==> src/rtl/alu_ic_arbiter_if.sv <==
// Requester/ALU/response bundle between two ALU-cluster requesters and the arbiter.
// The master side drives the requests, the ALU result and rsp_ready. The slave side is the arbiter.
interface alu_ic_arbiter_if #(
   parameter int OPW  = 8,
   parameter int DW   = 64,
   parameter int TAGW = 4
);
   logic            r0_valid, r1_valid;
   logic            r0_ready, r1_ready;
   logic [OPW-1:0]  r0_op, r1_op;
   logic            r0_multi, r1_multi;
   logic [TAGW-1:0] r0_tag, r1_tag;
   logic            alu_issue;
   logic            alu_sel;
   logic [OPW-1:0]  alu_op;
   logic            alu_multi;
   logic [DW-1:0]   alu_result;
   logic            rsp_valid;
   logic            rsp_ready;
   logic            rsp_id;
   logic [TAGW-1:0] rsp_tag;
   logic [DW-1:0]   rsp_data;

   modport master (
      output r0_valid, r1_valid, r0_op, r1_op, r0_multi, r1_multi, r0_tag, r1_tag,
      output alu_result, rsp_ready,
      input  r0_ready, r1_ready, alu_issue, alu_sel, alu_op, alu_multi,
      input  rsp_valid, rsp_id, rsp_tag, rsp_data
   );

   modport slave (
      input  r0_valid, r1_valid, r0_op, r1_op, r0_multi, r1_multi, r0_tag, r1_tag,
      input  alu_result, rsp_ready,
      output r0_ready, r1_ready, alu_issue, alu_sel, alu_op, alu_multi,
      output rsp_valid, rsp_id, rsp_tag, rsp_data
   );
endinterface

==> src/rtl/alu_ic_arbiter.sv <==
// Two-requester arbiter for the ALU cluster. r0 has priority, and r1 gets a starvation guard.
// One op is in flight at a time. The response is held until the consumer accepts it.
module alu_ic_arbiter #(
   parameter int OPW        = 8,
   parameter int DW         = 64,
   parameter int TAGW       = 4,
   parameter int SHUF_LAT   = 2,
   parameter int STARVE_MAX = 4
) (
   input  logic                clk,
   input  logic                rst,
   input  logic                flush,
   alu_ic_arbiter_if.slave     bus,
   output logic [1:0]          dbg_state_o
);
   typedef enum logic [1:0] {IDLE = 2'd0, BUSY = 2'd1, RESP = 2'd2} state_e;

   localparam logic [3:0] SC_MAX   = 4'(STARVE_MAX);
   localparam logic [3:0] CNT_INIT = 4'(SHUF_LAT - 1);
   localparam bit         MULTI_EN = (SHUF_LAT > 1);

   state_e          state_q, state_d;
   logic [3:0]      cnt_q, cnt_d;
   logic [3:0]      sc_q, sc_d;
   logic            rsp_id_q, rsp_id_d;
   logic [TAGW-1:0] rsp_tag_q, rsp_tag_d;
   logic [DW-1:0]   rsp_data_q, rsp_data_d;

   logic            can_issue, issue, grant_r1, grant_multi;
   logic [OPW-1:0]  grant_op;
   logic [TAGW-1:0] grant_tag;

   // Issue is allowed from IDLE, or from RESP when the held response retires this cycle
   assign can_issue   = ~rst & ~flush &
                        ((state_q == IDLE) | ((state_q == RESP) & bus.rsp_ready));
   assign grant_r1    = bus.r1_valid & (~bus.r0_valid | (sc_q == SC_MAX));
   assign issue       = can_issue & (bus.r0_valid | bus.r1_valid);
   assign grant_multi = grant_r1 ? bus.r1_multi : bus.r0_multi;
   assign grant_op    = grant_r1 ? bus.r1_op    : bus.r0_op;
   assign grant_tag   = grant_r1 ? bus.r1_tag   : bus.r0_tag;

   assign bus.r0_ready  = issue & ~grant_r1;
   assign bus.r1_ready  = issue & grant_r1;
   assign bus.alu_issue = issue;
   assign bus.alu_sel   = issue & grant_r1;
   assign bus.alu_op    = issue ? grant_op : '0;
   assign bus.alu_multi = issue & grant_multi;
   assign bus.rsp_valid = (state_q == RESP);
   assign bus.rsp_id    = rsp_id_q;
   assign bus.rsp_tag   = rsp_tag_q;
   assign bus.rsp_data  = rsp_data_q;
   assign dbg_state_o   = state_q;

   always_comb begin
      state_d    = state_q;
      cnt_d      = cnt_q;
      sc_d       = sc_q;
      rsp_id_d   = rsp_id_q;
      rsp_tag_d  = rsp_tag_q;
      rsp_data_d = rsp_data_q;
      if (flush) begin
         state_d = IDLE;
         cnt_d   = '0;
         sc_d    = '0;
      end else begin
         // sc counts r0 wins only while r1 is actually waiting
         if (!bus.r1_valid || (issue && grant_r1))
            sc_d = '0;
         else if (issue && sc_q != SC_MAX)
            sc_d = sc_q + 4'd1;

         case (state_q)
            IDLE, RESP: begin
               if (issue) begin
                  rsp_id_d  = grant_r1;
                  rsp_tag_d = grant_tag;
                  if (grant_multi && MULTI_EN) begin
                     state_d = BUSY;
                     cnt_d   = CNT_INIT;
                  end else begin
                     state_d    = RESP;
                     rsp_data_d = bus.alu_result;
                  end
               end else if (state_q == RESP && bus.rsp_ready) begin
                  state_d = IDLE;
               end
            end
            BUSY: begin
               cnt_d = cnt_q - 4'd1;
               if (cnt_q == 4'd1) begin
                  state_d    = RESP;
                  rsp_data_d = bus.alu_result;
               end
            end
            default: state_d = IDLE;
         endcase
      end
   end

   always_ff @(posedge clk) begin
      if (rst) begin
         state_q    <= IDLE;
         cnt_q      <= '0;
         sc_q       <= '0;
         rsp_id_q   <= 1'b0;
         rsp_tag_q  <= '0;
         rsp_data_q <= '0;
      end else begin
         state_q    <= state_d;
         cnt_q      <= cnt_d;
         sc_q       <= sc_d;
         rsp_id_q   <= rsp_id_d;
         rsp_tag_q  <= rsp_tag_d;
         rsp_data_q <= rsp_data_d;
      end
   end
endmodule

==> src/flat_wrapper.sv <==
// flat-port wrapper written by rule: the top's interface ports become plain ports
module alu_ic_arbiter_flat 
#(
   parameter int OPW        = 8,
   parameter int DW         = 64,
   parameter int TAGW       = 4,
   parameter int SHUF_LAT   = 2,
   parameter int STARVE_MAX = 4
)
  (clk, rst, flush, dbg_state_o, bus_r0_valid, bus_r1_valid, bus_r0_op, bus_r1_op, bus_r0_multi, bus_r1_multi, bus_r0_tag, bus_r1_tag, bus_alu_result, bus_rsp_ready, bus_r0_ready, bus_r1_ready, bus_alu_issue, bus_alu_sel, bus_alu_op, bus_alu_multi, bus_rsp_valid, bus_rsp_id, bus_rsp_tag, bus_rsp_data);
  alu_ic_arbiter_if #(.OPW(OPW), .DW(DW), .TAGW(TAGW)) bus_i ();
  input  logic clk;
  input  logic rst;
  input  logic flush;
  output logic [1:0] dbg_state_o;
  input wire logic [$bits(bus_i.r0_valid)-1:0] bus_r0_valid;
  input wire logic [$bits(bus_i.r1_valid)-1:0] bus_r1_valid;
  input wire logic [$bits(bus_i.r0_op)-1:0] bus_r0_op;
  input wire logic [$bits(bus_i.r1_op)-1:0] bus_r1_op;
  input wire logic [$bits(bus_i.r0_multi)-1:0] bus_r0_multi;
  input wire logic [$bits(bus_i.r1_multi)-1:0] bus_r1_multi;
  input wire logic [$bits(bus_i.r0_tag)-1:0] bus_r0_tag;
  input wire logic [$bits(bus_i.r1_tag)-1:0] bus_r1_tag;
  input wire logic [$bits(bus_i.alu_result)-1:0] bus_alu_result;
  input wire logic [$bits(bus_i.rsp_ready)-1:0] bus_rsp_ready;
  output wire logic [$bits(bus_i.r0_ready)-1:0] bus_r0_ready;
  output wire logic [$bits(bus_i.r1_ready)-1:0] bus_r1_ready;
  output wire logic [$bits(bus_i.alu_issue)-1:0] bus_alu_issue;
  output wire logic [$bits(bus_i.alu_sel)-1:0] bus_alu_sel;
  output wire logic [$bits(bus_i.alu_op)-1:0] bus_alu_op;
  output wire logic [$bits(bus_i.alu_multi)-1:0] bus_alu_multi;
  output wire logic [$bits(bus_i.rsp_valid)-1:0] bus_rsp_valid;
  output wire logic [$bits(bus_i.rsp_id)-1:0] bus_rsp_id;
  output wire logic [$bits(bus_i.rsp_tag)-1:0] bus_rsp_tag;
  output wire logic [$bits(bus_i.rsp_data)-1:0] bus_rsp_data;
  assign bus_i.r0_valid = bus_r0_valid;
  assign bus_i.r1_valid = bus_r1_valid;
  assign bus_i.r0_op = bus_r0_op;
  assign bus_i.r1_op = bus_r1_op;
  assign bus_i.r0_multi = bus_r0_multi;
  assign bus_i.r1_multi = bus_r1_multi;
  assign bus_i.r0_tag = bus_r0_tag;
  assign bus_i.r1_tag = bus_r1_tag;
  assign bus_i.alu_result = bus_alu_result;
  assign bus_i.rsp_ready = bus_rsp_ready;
  assign bus_r0_ready = bus_i.r0_ready;
  assign bus_r1_ready = bus_i.r1_ready;
  assign bus_alu_issue = bus_i.alu_issue;
  assign bus_alu_sel = bus_i.alu_sel;
  assign bus_alu_op = bus_i.alu_op;
  assign bus_alu_multi = bus_i.alu_multi;
  assign bus_rsp_valid = bus_i.rsp_valid;
  assign bus_rsp_id = bus_i.rsp_id;
  assign bus_rsp_tag = bus_i.rsp_tag;
  assign bus_rsp_data = bus_i.rsp_data;
  alu_ic_arbiter #(.OPW(OPW), .DW(DW), .TAGW(TAGW), .SHUF_LAT(SHUF_LAT), .STARVE_MAX(STARVE_MAX)) u_core (.clk(clk), .rst(rst), .flush(flush), .bus(bus_i), .dbg_state_o(dbg_state_o));
endmodule
==> config.mk <==
export PLATFORM = sky130hd
export DESIGN_NAME = alu_ic_arbiter_flat
export DESIGN_NICKNAME = d
export VERILOG_FILES = /design/src/rtl/alu_ic_arbiter_if.sv /design/src/rtl/alu_ic_arbiter.sv /design/src/flat_wrapper.sv
export SDC_FILE = /design/constraint.sdc
export NUM_CORES = 1
export LEC_CHECK = 0
export CELL_PAD_IN_SITES_DETAIL_PLACEMENT = 0
export CELL_PAD_IN_SITES_GLOBAL_PLACEMENT = 1
export CORE_MARGIN = 2
export CORE_UTILIZATION = 41
export DETAILED_ROUTE_END_ITERATION = 10
export DONT_BUFFER_PORTS = 1
export GPL_TIMING_DRIVEN = 0
export PLACE_DENSITY_LB_ADDON = 0.1
export SLEW_MARGIN = 20
export SYNTH_ARGS = -nofsm -noshare
export SYNTH_HDL_FRONTEND = slang
export SYNTH_SLANG_ARGS = --single-unit
==> constraint.sdc <==
create_clock -name clk -period 2.1 [get_ports clk]
set_input_delay 0.105 -clock clk [delete_from_list [all_inputs] [get_ports clk]]
set_output_delay 0.105 -clock clk [all_outputs]
set_load 0.05 [all_outputs]
-- Yosys cells after proc, flatten, opt, wreduce, memory -nomap -nowiden
Cells that the tools add are included.
- memories: 0
- output and inout bits: 85
- bits in writable memories: 0
- input port bits: 96
- ROM bits: 0
- register bits: 79
- latch bits: 0
- $mul: 0
- bitwise logic cells: 15
- magnitude comparators: 0
- div/mod/pow operators: 0
- add/sub/neg operators: 2
- equal/unequal tests: 10
- mux-type cells: 16
- reductions and logical operators: 14
- shift-type cells: 0
- operators by type and width (kind ; count):
    two-way mux 64 bit ; 3
    one-hot mux 64 bit (2 select lines) ; 1
    two-way mux 8 bit ; 2
    two-way mux 4 bit ; 3
    bitwise AND 1 bit ; 8
    two-way mux 2 bit ; 4
    one-hot mux 4 bit (2 select lines) ; 1
    inequality test 2 x 1 -> 1 bit (second input constant) ; 3
    AND reduction 3 bit ; 2
    AND reduction 5 bit ; 1
    adder 4 x 1 -> 4 bit (second input constant) ; 1
    == test 4 x 1 -> 1 bit (second input constant) ; 1
    == test 4 x 3 -> 1 bit (second input constant) ; 1
    inequality test 4 x 3 -> 1 bit (second input constant) ; 1
    inverter 1 bit ; 4
    one-hot mux 2 bit (2 select lines) ; 1
    OR reduction 2 bit ; 2
    subtractor 4 x 1 -> 4 bit (second input constant) ; 1
    logical AND 1 bit ; 3
    inequality test 3 x 1 -> 1 bit (second input constant) ; 1
    bitwise OR 1 bit ; 3
    OR reduction 3 bit ; 1
    == test 2 x 1 -> 1 bit (second input constant) ; 1
    == test 2 bit (second input constant) ; 1
    7 further kinds ; 7

-- Logic depth before layout (Yosys ltp)
Gate-level depths: netlist (run 1).
- depth in word-level cells: 8
- depth in mapped cells: 10
- mapped depth without buffers: 7

-- Least setup slack after synthesis (run 1)
Ideal clock, no wire load.
- path type: register -> output
- start point: reg u_core.state_q[0], in the netlist u_core.dbg_state_o[0]
- end point: out bus_alu_op[0]
- data required time: 1995 ps
- path buffers: 3
- arrival time: 2396 ps
- path slack: -401 ps
- stages on the path, launching flop included: 6
- path through: dfxtp_1 -> or4_4 -> buf_6 -> buf_2 -> buf_1 -> a21oi_1
- longest elaborated chain between the ends: 6
- elaborated cells between the ends (all ways): 7
- classes of those cells: 1 x eq/ne; 1 x mux; 4 x bitwise; 1 x reduce/logical
- ends and longest elaborated chain (item ; RTL line ; text):
    start, declared ; alu_ic_arbiter.sv:22 ; state_e state_q, state_d;
    start signal, assigned ; alu_ic_arbiter.sv:109 ; state_q <= state_d;
    == test 2 bit ; alu_ic_arbiter.sv:35 ; ((state_q == IDLE) | ((state_q == RESP) & bus.rsp_ready));
    bitwise AND 1 bit ; alu_ic_arbiter.sv:35 ;
    bitwise OR 1 bit (*) ; alu_ic_arbiter.sv:35 ;
    bitwise AND 1 bit (*) ; alu_ic_arbiter.sv:34 ; assign can_issue = ~rst & ~flush &
    bitwise AND 1 bit (*) ; alu_ic_arbiter.sv:37 ; assign issue = can_issue & (bus.r0_valid | bus.r1_valid);
    two-way mux 8 bit (*) ; alu_ic_arbiter.sv:46 ; assign bus.alu_op = issue ? grant_op : '0;
    end, declared ; flat_wrapper.sv:30 ; output wire logic [$bits(bus_i.alu_op)-1:0] bus_alu_op;
Every way passes the cells marked *; elsewhere a longest branch is shown, timed or not.

-- Worst setup path after layout (run 1)
- start point: reg u_core.state_q[1], in the netlist u_core.dbg_state_o[1]
- end point: out bus_r1_ready
- longest elaborated chain between the ends: 6
- elaborated cells between the ends (all ways): 7
- classes of those cells: 1 x eq/ne; 5 x bitwise; 1 x reduce/logical
- ends and longest elaborated chain (item ; RTL line ; text):
    == test 2 bit ; alu_ic_arbiter.sv:35 ;
    bitwise AND 1 bit ; alu_ic_arbiter.sv:35 ;
    bitwise OR 1 bit (*) ; alu_ic_arbiter.sv:35 ;
    bitwise AND 1 bit (*) ; alu_ic_arbiter.sv:34 ;
    bitwise AND 1 bit (*) ; alu_ic_arbiter.sv:37 ;
    named net bus_alu_issue ; flat_wrapper.sv:28 ; output wire logic [$bits(bus_i.alu_issue)-1:0] bus_alu_issue;
    bitwise AND 1 bit (*) ; - ;
    end, declared ; flat_wrapper.sv:27 ; output wire logic [$bits(bus_i.r1_ready)-1:0] bus_r1_ready;
Mark *: on every way through the listed nets, which the timed path passes. The rest lies on a longest branch.

==> metrics, run 1 <==
GRT overflow=0; final WL=21.1 mm; switching part of the total=32.0%; clock sink count=79; Core Util, Final=57.1%; sequential area share after synthesis=29.8%; hpwl dp=13.4 mm; placed instance count=between 800 and 900; Critical Path Fanout Max=6; clock share of power=42.7%; mean area per synthesized cell=7.81 um2; Post-Synth Adder-Cell Area=less than 1%; Tmin final=about 2.2 ns; post-layout net count=871; part of the power in registers=around two fifths; Non-Filler Instances=approximately 950; Synth top cells by count=clkbuf_1 (85), dfxtp_1 (79), a31oi_1 (67); Final Skew=approximately 0.0069 ns; I/O Buffers=0; vias in the first global route=just over 6,000; drt wl/cell=22.3 um; final critical-path setup slack=-0.132 ns; Synth Area in Compound Gates=31.2%; Power Total=4.63 mW; xor/xnor cell area share of the yosys netlist=0%; Die Y=118 um; via count=6,337; first-pass GRT wire length=32.5 mm; chip width=118 um; gpl congestion=0.870; drt first-iter violations=between 600 and 700; Root Buffer=clkbuf_16; Synth cell types=37; arrival time at the worst endpoint=2.13 ns; Clk pin slew, worst setup/hold paths=0.06 ns; Initial Utilization=~42%; Reg area=~1600 um2; Place WS=-0.758 ns; ys async rst share=0%; setup tns final=-1.22 ns; failing checks=setup timing; leading area contributor after synthesis=dfxtp_1; total CTS buffers=9; status=complete, but fails checks; most frequent cell after synthesis=clkbuf_1; Setup CP Type=reg -> out; share of layout cells above drive strength 1=16.9%; io pins=around 180; largest net degree at the start of global routing=15; Slew Limit Headroom=35.7%; synth warn=0; Critical Path RT=2.00 ns; final setup vio count=13; Syn Std Cell Area=5310 um2; Pint=3.15 mW; final hold viol count=0; CTS tree=done; Post-synth EDFFs=0; Syn Nets=just under 800; largest family of logic cells by synthesized area=compound AO/OA/AOI/OAI gates; cell count after synthesis=680; antenna violations before repair=0; P&R area growth vs syn=35.5%; Max Clk Rate=between 400 and 500 MHz; Startpoint Class=flip-flop; ys flop type=dfxtp_1; fillers=1,164; Slew Limit Fails=0; unrepaired setup endpoints after global routing=true; Area contributors post-synth=dfxtp_1 (30%), o311ai_1 (9.9%), o31ai_1 (9.2%); std cell rows=41; Combinational Power Share=between 10% and 20%; max_cap viols=0; GRT Total Usage=around 29%; Yosys top cell area share=29.8%; Tcrit/Tclk final=106%; mux share of post-synthesis cell area=0%; worst-skew pair later-pin latency=0.36 ns; # H-tree levels=3; HP Class=in -> reg; NetSw=1.48 mW; Leak Pwr=2.56 nW; multi-input logic area=3570 um2; vias per cell=6.68; Max IR drop VDD=0.349 mV; die area=13,900 um2; Clock Path Buffers=2; Seq cells post-synth=79; core area=~13,000 um2; DRC viols=0; drt first pass iters=5; Least-Margin Pin Slew=between 0.9 and 1 ns; Critical Path Sink Type=output port; Simple-Gate Fraction of Synth Area=roughly 29%; post-route ant nets=0; # diodes=0; Power per Cell Area=643 nW/um2
## cell usage in the layout, fill, tap and decap left out, drive strengths merged, types with 2 or more instances in the layout
cell	Yosys	layout
a21oi	14	14
a311oi	4	4
a31oi	67	67
and3	65	65
buf	13	33
bufinv	0	4
clkbuf	85	80
clkinv	1	4
dfxtp	79	79
dlygate4sd3	0	72
ha	4	4
inv	9	8
nand2	31	31
nand2b	66	66
nand3	8	9
nor2	11	11
nor2b	4	4
nor4	64	64
o21ai	9	9
o311ai	65	65
o31ai	65	65
or2	2	2
or3	3	3
or4	3	3
## critical path, stage by stage, from the launching register on
cell        delay (ns)
dfxtp_4           0.42
nor2b_4           0.15
or4_4             0.50
clkinv_8          0.08
buf_12            0.15
nand2_8           0.06
clkinvlp_4        0.22
buf_8             0.18
## what timing repair did
item | in CTS | in global routing
endpoints found under the hold margin | 68 | 0
setup endpoints to repair | 83 | 78
gates resized for setup | 81 | 64
pin swaps | 12 | 5
hold buffers | 72 | 0
setup buffers | 8 | 0
cloned | 2 | 1
## power by group through the flow
stage | Clock [mW] | Sequential (mW) | Combinational [mW]
6_report | 1.98 | 1.85 | 0.806
3_5_place_dp | 0 | 1.88 | 0.593
4_1_cts | 1.99 | 1.85 | 0.766
3_3_place_gp | 0 | 1.88 | 0.580
5_1_grt | 2.05 | 1.85 | 0.860
2_1_floorplan | 0 | 1.86 | 0.442
## worst paths after layout
check                              from                       to  slack, ns  cells past startpoint
hold reg to reg         u_core.cnt_q[1]          u_core.cnt_q[1]       0.50                      2
setup reg to reg         u_core.sc_q[0]  u_core.bus.rsp_data[57]      -0.01                      8
setup / recovery  u_core.dbg_state_o[1]             bus_r1_ready      -0.13                      7
hold / removal                    flush          u_core.cnt_q[1]      0.003                      2
## cells by family (layout without fill, tap and decap cells)
kind of cell	Yosys count	after routing
adders and majority gates	4	4
and+or+nand+nor	261	262
AOI/OAI and AO/OA	228	228
buffers and inverters	108	203
DFF	79	79
## layer usage
layer / global-route usage, % / vias up / part of all wire (%) / routed length (um)
li1: - / 2894 / - / -
met1: 38.0 / 3058 / 43 / 8980
met2: 45.1 / 351 / 47 / 9960
met3: 6.40 / 34 / 8.3 / 1760
met4: 11.7 / 0 / 1.9 / 400
met5: 0 / - / 0 / 0
## through the flow
| stage | hold slack, ns | area (um2) |
|---|---|---|
| after global routing | 0.00970 | 7200 |
| after detailed placement | 0.275 | 5640 |
| final | 0.00344 | 7200 |
| after CTS | 0.00158 | 7040 |
| after global placement | 0.269 | 5640 |
| after floorplan | 0.264 | 5420 |
## sequential cells by signal, summed over array words and instances (netlist names)
name and flops:
u_core.bus.rsp_data 64, u_core.bus.rsp_id 1, u_core.bus.rsp_tag 4, u_core.cnt_q 4, u_core.dbg_state_o 2, u_core.sc_q 4
## area by class of cell
cell class                      instances  share of cell area [%]
Buffer                                 95                    8.20
Clock buffer                            9                    3.13
Clock inverter                          7                    1.88
Inverter                               10                   0.747
Multi-Input combinational cell        494                    49.5
Sequential cell                        79                    22.1
Tap cell                              172                    2.99
Timing Repair Buffer                   82                    11.4
Note: power is estimated with default switching activity, not from simulation.
==> inputs of run 2 (changes only) <==
--- a/config.mk
+++ b/config.mk
@@ -8,7 +8,7 @@
 export CELL_PAD_IN_SITES_DETAIL_PLACEMENT = 0
 export CELL_PAD_IN_SITES_GLOBAL_PLACEMENT = 1
 export CORE_MARGIN = 2
-export CORE_UTILIZATION = 41
+export CORE_UTILIZATION = 46
 export DETAILED_ROUTE_END_ITERATION = 10
 export DONT_BUFFER_PORTS = 1
 export GPL_TIMING_DRIVEN = 0
==> constraint.sdc (replaced) <==
create_clock -name clk -period 2.3 [get_ports clk]
set_input_delay 0.115 -clock clk [delete_from_list [all_inputs] [get_ports clk]]
set_output_delay 0.115 -clock clk [all_outputs]
set_load 0.05 [all_outputs]
==> run 2 against run 1 <==
Compared with the run above:
- the run ends with hold timing left
- critical path type unchanged
- global-route usage up 1.5 points
- hold slack worse by 0.0054 ns
- die area down 11%
- wire length down 8.8%
- register-to-register slack better by 0.13 ns
- clock-buffer cell count up 2
- total power down 18%
- non-clock buffer count down 16
- combinational power down 18%
- critical endpoint unchanged
- critical path depth unchanged
- largest cell class unchanged
==> metrics, run 2 (synthesized netlist as in run 1, its figures left out) <==
status=complete, but fails checks; failing checks=hold timing; most frequent cells in the layout=dfxtp_1 (77), a31oi_1 (67), nand2b_1 (66); final hold viol count=2; I/O Buffers=0; Least-Margin Pin Slew=0.908 ns; most common cell after layout, fill and taps aside=dfxtp_1; Critical Path Sink Type=output port; Clk pin slew, worst setup/hold paths=0.06 ns; Hold Crit Depth=2; clock sink count=79; Max IR drop VDD=0.384 mV; CP delay by family, top=simple AND/OR/NAND/NOR gates; HP Class=in -> reg; max_cap viols=0; vias per cell=6.88; Hold Slack=-0.00199 ns; arrival time at the worst endpoint=roughly 2.1 ns; total CTS buffers=9; via count=6,201; Clock Path Buffers=2; Slew Limit Fails=0; CP bufs+invs=4; antenna violations before repair=0; std cell rows=39; Reg-to-Reg End=u_core.bus.rsp_data[60]; DRC viols=0; drt wl/cell=21.4 um; worst-skew pair later-pin latency=0.35 ns; core area=11,300 um2; met2 usage=46.7%; Crit path depth=7; largest net degree at the start of global routing=15; post-layout net count=around 850; GRT Total Usage=30.2%; Hold Startpoint=bus_alu_result[61]; Largest stage delay, worst path=0.49 ns; Tmin final=2.24 ns; # H-tree levels=3; drt first-iter violations=696; Critical Path Fanout Max=8; Root Buffer=clkbuf_16; final critical-path setup slack=0.0609 ns; worst reg2reg path startpoint=u_core.dbg_state_o[1]; Initial Utilization=46.9%; Leak Pwr=2.38 nW; Tcrit/Tclk final=97.4%; Setup crit start=u_core.dbg_state_o[1]; crit path cell chain=nor2b_4, or4_4, clkinv_8, buf_12, nand2_4, clkinvlp_4, buf_8; Setup CP Type=reg -> out; Power per Cell Area=572 nW/um2; GRT overflow=0; WHS Endpoint=u_core.bus.rsp_data[61]; # diodes=0; vias in the first global route=5,942; Power Total=between 3 and 4 mW; P&R area growth vs syn=25.6%; Critical Path RT=2.18 ns; die area=about 12,000 um2; gr busiest metal=met2; Slew Limit Headroom=38.7%; post-route ant nets=0; hpwl dp=12.7 mm; met1 GRT Util=40.1%; R2R Setup Slk=0.12 ns; Startpoint Class=flip-flop; CTS tree=done; io pins=181; drt first pass iters=6; first-pass GRT wire length=31.2 mm; Final Skew=roughly 0.0098 ns; Max Clk Rate=447 MHz; final WL=19.3 mm; Place WS=-0.746 ns; M3 GR Usage=7.95%; crit path max-delay cell type=or4_4; share of layout cells above drive strength 1=10.7%; max reg flops=64; R2R cell count=6; gpl congestion=between 0.8 and 0.9; unrepaired setup endpoints after global routing=true; final setup vio count=0; Die Y=111 um; chip width=111 um
run 2: cell types whose count changed in the layout (fill, tap and decap cells not counted), sizes merged:
| cell | previous run | this run |
|---|---|---|
| bufinv | 4 | 1 |
| clkbuf | 80 | 90 |
| buf | 33 | 20 |
| nand3 | 9 | 8 |
| dlygate4sd3 | 72 | 61 |
run 2: worst reg2reg max path, delay by kind of cell, from the launching register on:
family	cells	cell delay, ns
flip-flops	1	0.46
buffers and inverters	2	0.76
AO/OA/AOI/OAI	2	0.31
AND/OR/NAND/NOR	2	0.52
run 2: final cells by class:
| cell class | count | area (um2) |
|---|---|---|
| clock inverter | 4 | 45.0 |
| buffer | 95 | 502 |
| timing repair buffer | 66 | 669 |
| clock buffer | 11 | 253 |
| tap | 143 | 179 |
| multi-input combinational | 493 | 3380 |
| fill | 1037 | 4650 |
| sequential | 79 | 1590 |
| inverter | 10 | 53.8 |
run 2: stage by stage:
stage / hold WS [ns] / util [%] / instance area, um2 / cells / setup TNS (ns)
5_1_grt: 0.0178 / 59.0 / 6680 / 901 / -0.0434
3_3_place_gp: 0.281 / 48.6 / 5500 / 823 / -31.63
2_1_floorplan: 0.274 / - / 5320 / 680 / -1.80
3_5_place_dp: 0.294 / 48.6 / 5500 / 823 / -33.52
6_report: -0.00199 / 59.0 / 6680 / 901 / 0
4_1_cts: 0.00208 / 58.8 / 6660 / 902 / 0
run 2: repair_timing:
item                       CTS  global route
hold endpoints to repair    57             0
hold buffers                61             0
resized for setup           58            45
gates cloned                 1             0
setup buffers                4             0
setup endpoints to repair   80            72
pin swaps                    1             0
run 2: worst max path at each step:
stage                                         end  slack (ns)
after CTS                            bus_r1_ready       0.007
after detailed placement  u_core.bus.rsp_data[51]       -0.75
final                                bus_r1_ready        0.06
after floorplan                     bus_alu_op[0]       -0.21
after global placement    u_core.bus.rsp_data[47]       -0.74
after global routing                 bus_r1_ready       -0.02
run 2: power by group:
part / switching (mW) / internal [mW]
registers: 0.260 / 1.43
clock network: 0.585 / 0.888
logic: 0.415 / 0.243
run 2: layer usage:
metal	vias to the layer above	part of all wire, %	wire length, um
met2	351	46	8840
met3	42	8.6	1660
met1	2946	43	8240
met5	-	0	0
li1	2862	-	-
met4	0	2.7	519
==> inputs of run 3 (changes only) <==
--- a/config.mk
+++ b/config.mk
@@ -5,14 +5,11 @@
 export SDC_FILE = /design/constraint.sdc
 export NUM_CORES = 1
 export LEC_CHECK = 0
-export CELL_PAD_IN_SITES_DETAIL_PLACEMENT = 0
-export CELL_PAD_IN_SITES_GLOBAL_PLACEMENT = 1
 export CORE_MARGIN = 2
-export CORE_UTILIZATION = 46
+export CORE_UTILIZATION = 50
 export DETAILED_ROUTE_END_ITERATION = 10
 export DONT_BUFFER_PORTS = 1
 export GPL_TIMING_DRIVEN = 0
-export PLACE_DENSITY_LB_ADDON = 0.1
 export SLEW_MARGIN = 20
 export SYNTH_ARGS = -nofsm -noshare
 export SYNTH_HDL_FRONTEND = slang
==> run 3 against run 2 <==
Compared with the run above:
- the run now ends clean
- flip-flop and latch count is the same
- clock power down 27%
- clock-buffer cell count rose by 1
==> metrics, run 3 (synthesized netlist as in run 1, its figures left out) <==
GRT overflow=0; Critical Path Sink Type=output port; Clk pin slew, worst setup/hold paths=0.08 ns; drt wl/cell=21.7 um; vias per cell=6.96; R2R Setup Slk=0.09 ns; worst-skew pair later-pin latency=0.37 ns; final WL=19.7 mm; via count=6,319; gpl congestion=0.829; met2 wire length=9.39 mm; Hold Startpoint=bus_alu_result[63]; drt first-iter violations=621; vias in the first global route=6,075; Clock Path Buffers=2; P&R area growth vs syn=27.0%; unrepaired setup endpoints after global routing=true; Power per Cell Area=511 nW/um2; first-pass GRT wire length=30.7 mm; Initial Utilization=51.5%; WHS Endpoint=u_core.bus.rsp_data[63]; max_cap viols=0; R2R cell count=6; # diodes=0; Root Buffer=clkbuf_8; std cell rows=37; Die Y=107 um; Power Total=3.45 mW; Critical Path Fanout Max=8; Slew Limit Fails=0; arrival time at the worst endpoint=2.17 ns; max reg flops=64; worst reg2reg path startpoint=u_core.dbg_state_o[1]; core area=10,300 um2; largest net degree at the start of global routing=15; Tmin final=2.29 ns; placed instance count=816; post-layout net count=between 800 and 900; hpwl dp=12.5 mm; Hold Crit Depth=2; WL met3=2.06 mm; Max IR drop VDD=0.288 mV; CTS tree=done; post-route ant nets=0; status=finished clean; Critical Path RT=between 2 and 2.5 ns; I/O Buffers=0; DRC viols=0; Leak Pwr=2.38 nW; Startpoint Class=flip-flop; Tcrit/Tclk final=99.5%; Design Area, Final=6750 um2; Setup CP Type=reg -> out; met1 WL=7.76 mm; chip width=107 um; HP Class=in -> reg; final setup vio count=0; # H-tree levels=3; Least-Margin Pin Slew=0.910 ns; share of layout cells above drive strength 1=10.1%; Max Clk Rate=437 MHz; total CTS buffers=9; most common cell after layout, fill and taps aside=dfxtp_1; Final Skew=around 0.011 ns; most frequent cells in the layout=dfxtp_1 (77), dlygate4sd3_1 (73), nand2b_1 (66); DP Area=5490 um2; antenna violations before repair=0; DR top layer=met4; Non-Filler Instances=approximately 910; die area=around 11,000 um2; Slew Limit Headroom=about two fifths; clock sink count=79; Reg-to-Reg End=u_core.bus.rsp_tag[3]; GRT Total Usage=between 30% and 40%; Setup crit start=u_core.dbg_state_o[1]; io pins=181; drt first pass iters=5; final hold viol count=0
[run 3: cell count changes in the layout (fill, tap and decap cells not counted), sizes merged]
| cell | previous run | this run |
|---|---|---|
| buf | 20 | 21 |
| clkbuf | 90 | 91 |
| dlygate4sd3 | 61 | 73 |
[run 3: how the worst max path moves through the flow]
stage | slack [ns] | endpoint
after floorplan | -0.21 | bus_alu_op[0]
after global placement | -0.60 | u_core.bus.rsp_data[52]
after detailed placement | -0.68 | u_core.bus.rsp_data[62]
after CTS | -0.01 | bus_r1_ready
after global routing | -0.07 | u_core.bus.rsp_data[42]
final | 0.01 | bus_r1_ready
[run 3: stage by stage]
| stage | hold WS [ns] | setup WS, ns | setup TNS (ns) | util, % |
|---|---|---|---|---|
| after global routing | 0.0248 | -0.0705 | -1.24 | 65.4 |
| final | 0.0256 | 0.0115 | 0 | 65.4 |
| after global placement | 0.281 | -0.597 | -23.99 | 53.2 |
| after detailed placement | 0.289 | -0.683 | -27.07 | 53.2 |
| after CTS | 0.00239 | -0.0128 | -0.0892 | 64.2 |
| after floorplan | 0.274 | -0.211 | -1.80 | - |
[run 3: report_power, final]
group	internal (mW)	switching, mW	leakage, nW
Sequential	1.42	0.261	0.642
Clock	0.528	0.546	0.100
Combinational	0.266	0.427	1.64
[run 3: layer usage]
metal | GRT usage (%) | vias up
li1 | - | 2863
met1 | 41.3 | 3011
met2 | 54.2 | 404
met3 | 8.94 | 41
met4 | 11.7 | 0
met5 | 0 | -
[run 3: final cells by class]
| type | count | area [um2] |
|---|---|---|
| buffer | 95 | 503 |
| clock buffer | 12 | 145 |
| clock inverter | 4 | 45.0 |
| fill | 917 | 3580 |
| inverter | 10 | 53.8 |
| multi-input combinational | 493 | 3410 |
| sequential | 79 | 1590 |
| tap | 136 | 170 |
| timing repair buffer | 79 | 827 |
[run 3: what timing repair did]
item / CTS / global route
buffers inserted: 2 / 2
pin swaps: 8 / 2
hold endpoints to repair: 68 / 1
resized for setup: 57 / 42
hold buffers: 72 / 1
gates cloned: 1 / 1
endpoints found under the setup margin: 80 / 77
[run 3: critical path, cell delays in order (launching register included)]
cell and delay [ns]:
dfxtp_4 0.42, nor2b_4 0.15, or4_4 0.51, clkinv_8 0.11, buf_12 0.15, nand2_4 0.06
clkinvlp_4 0.23, buf_8 0.18
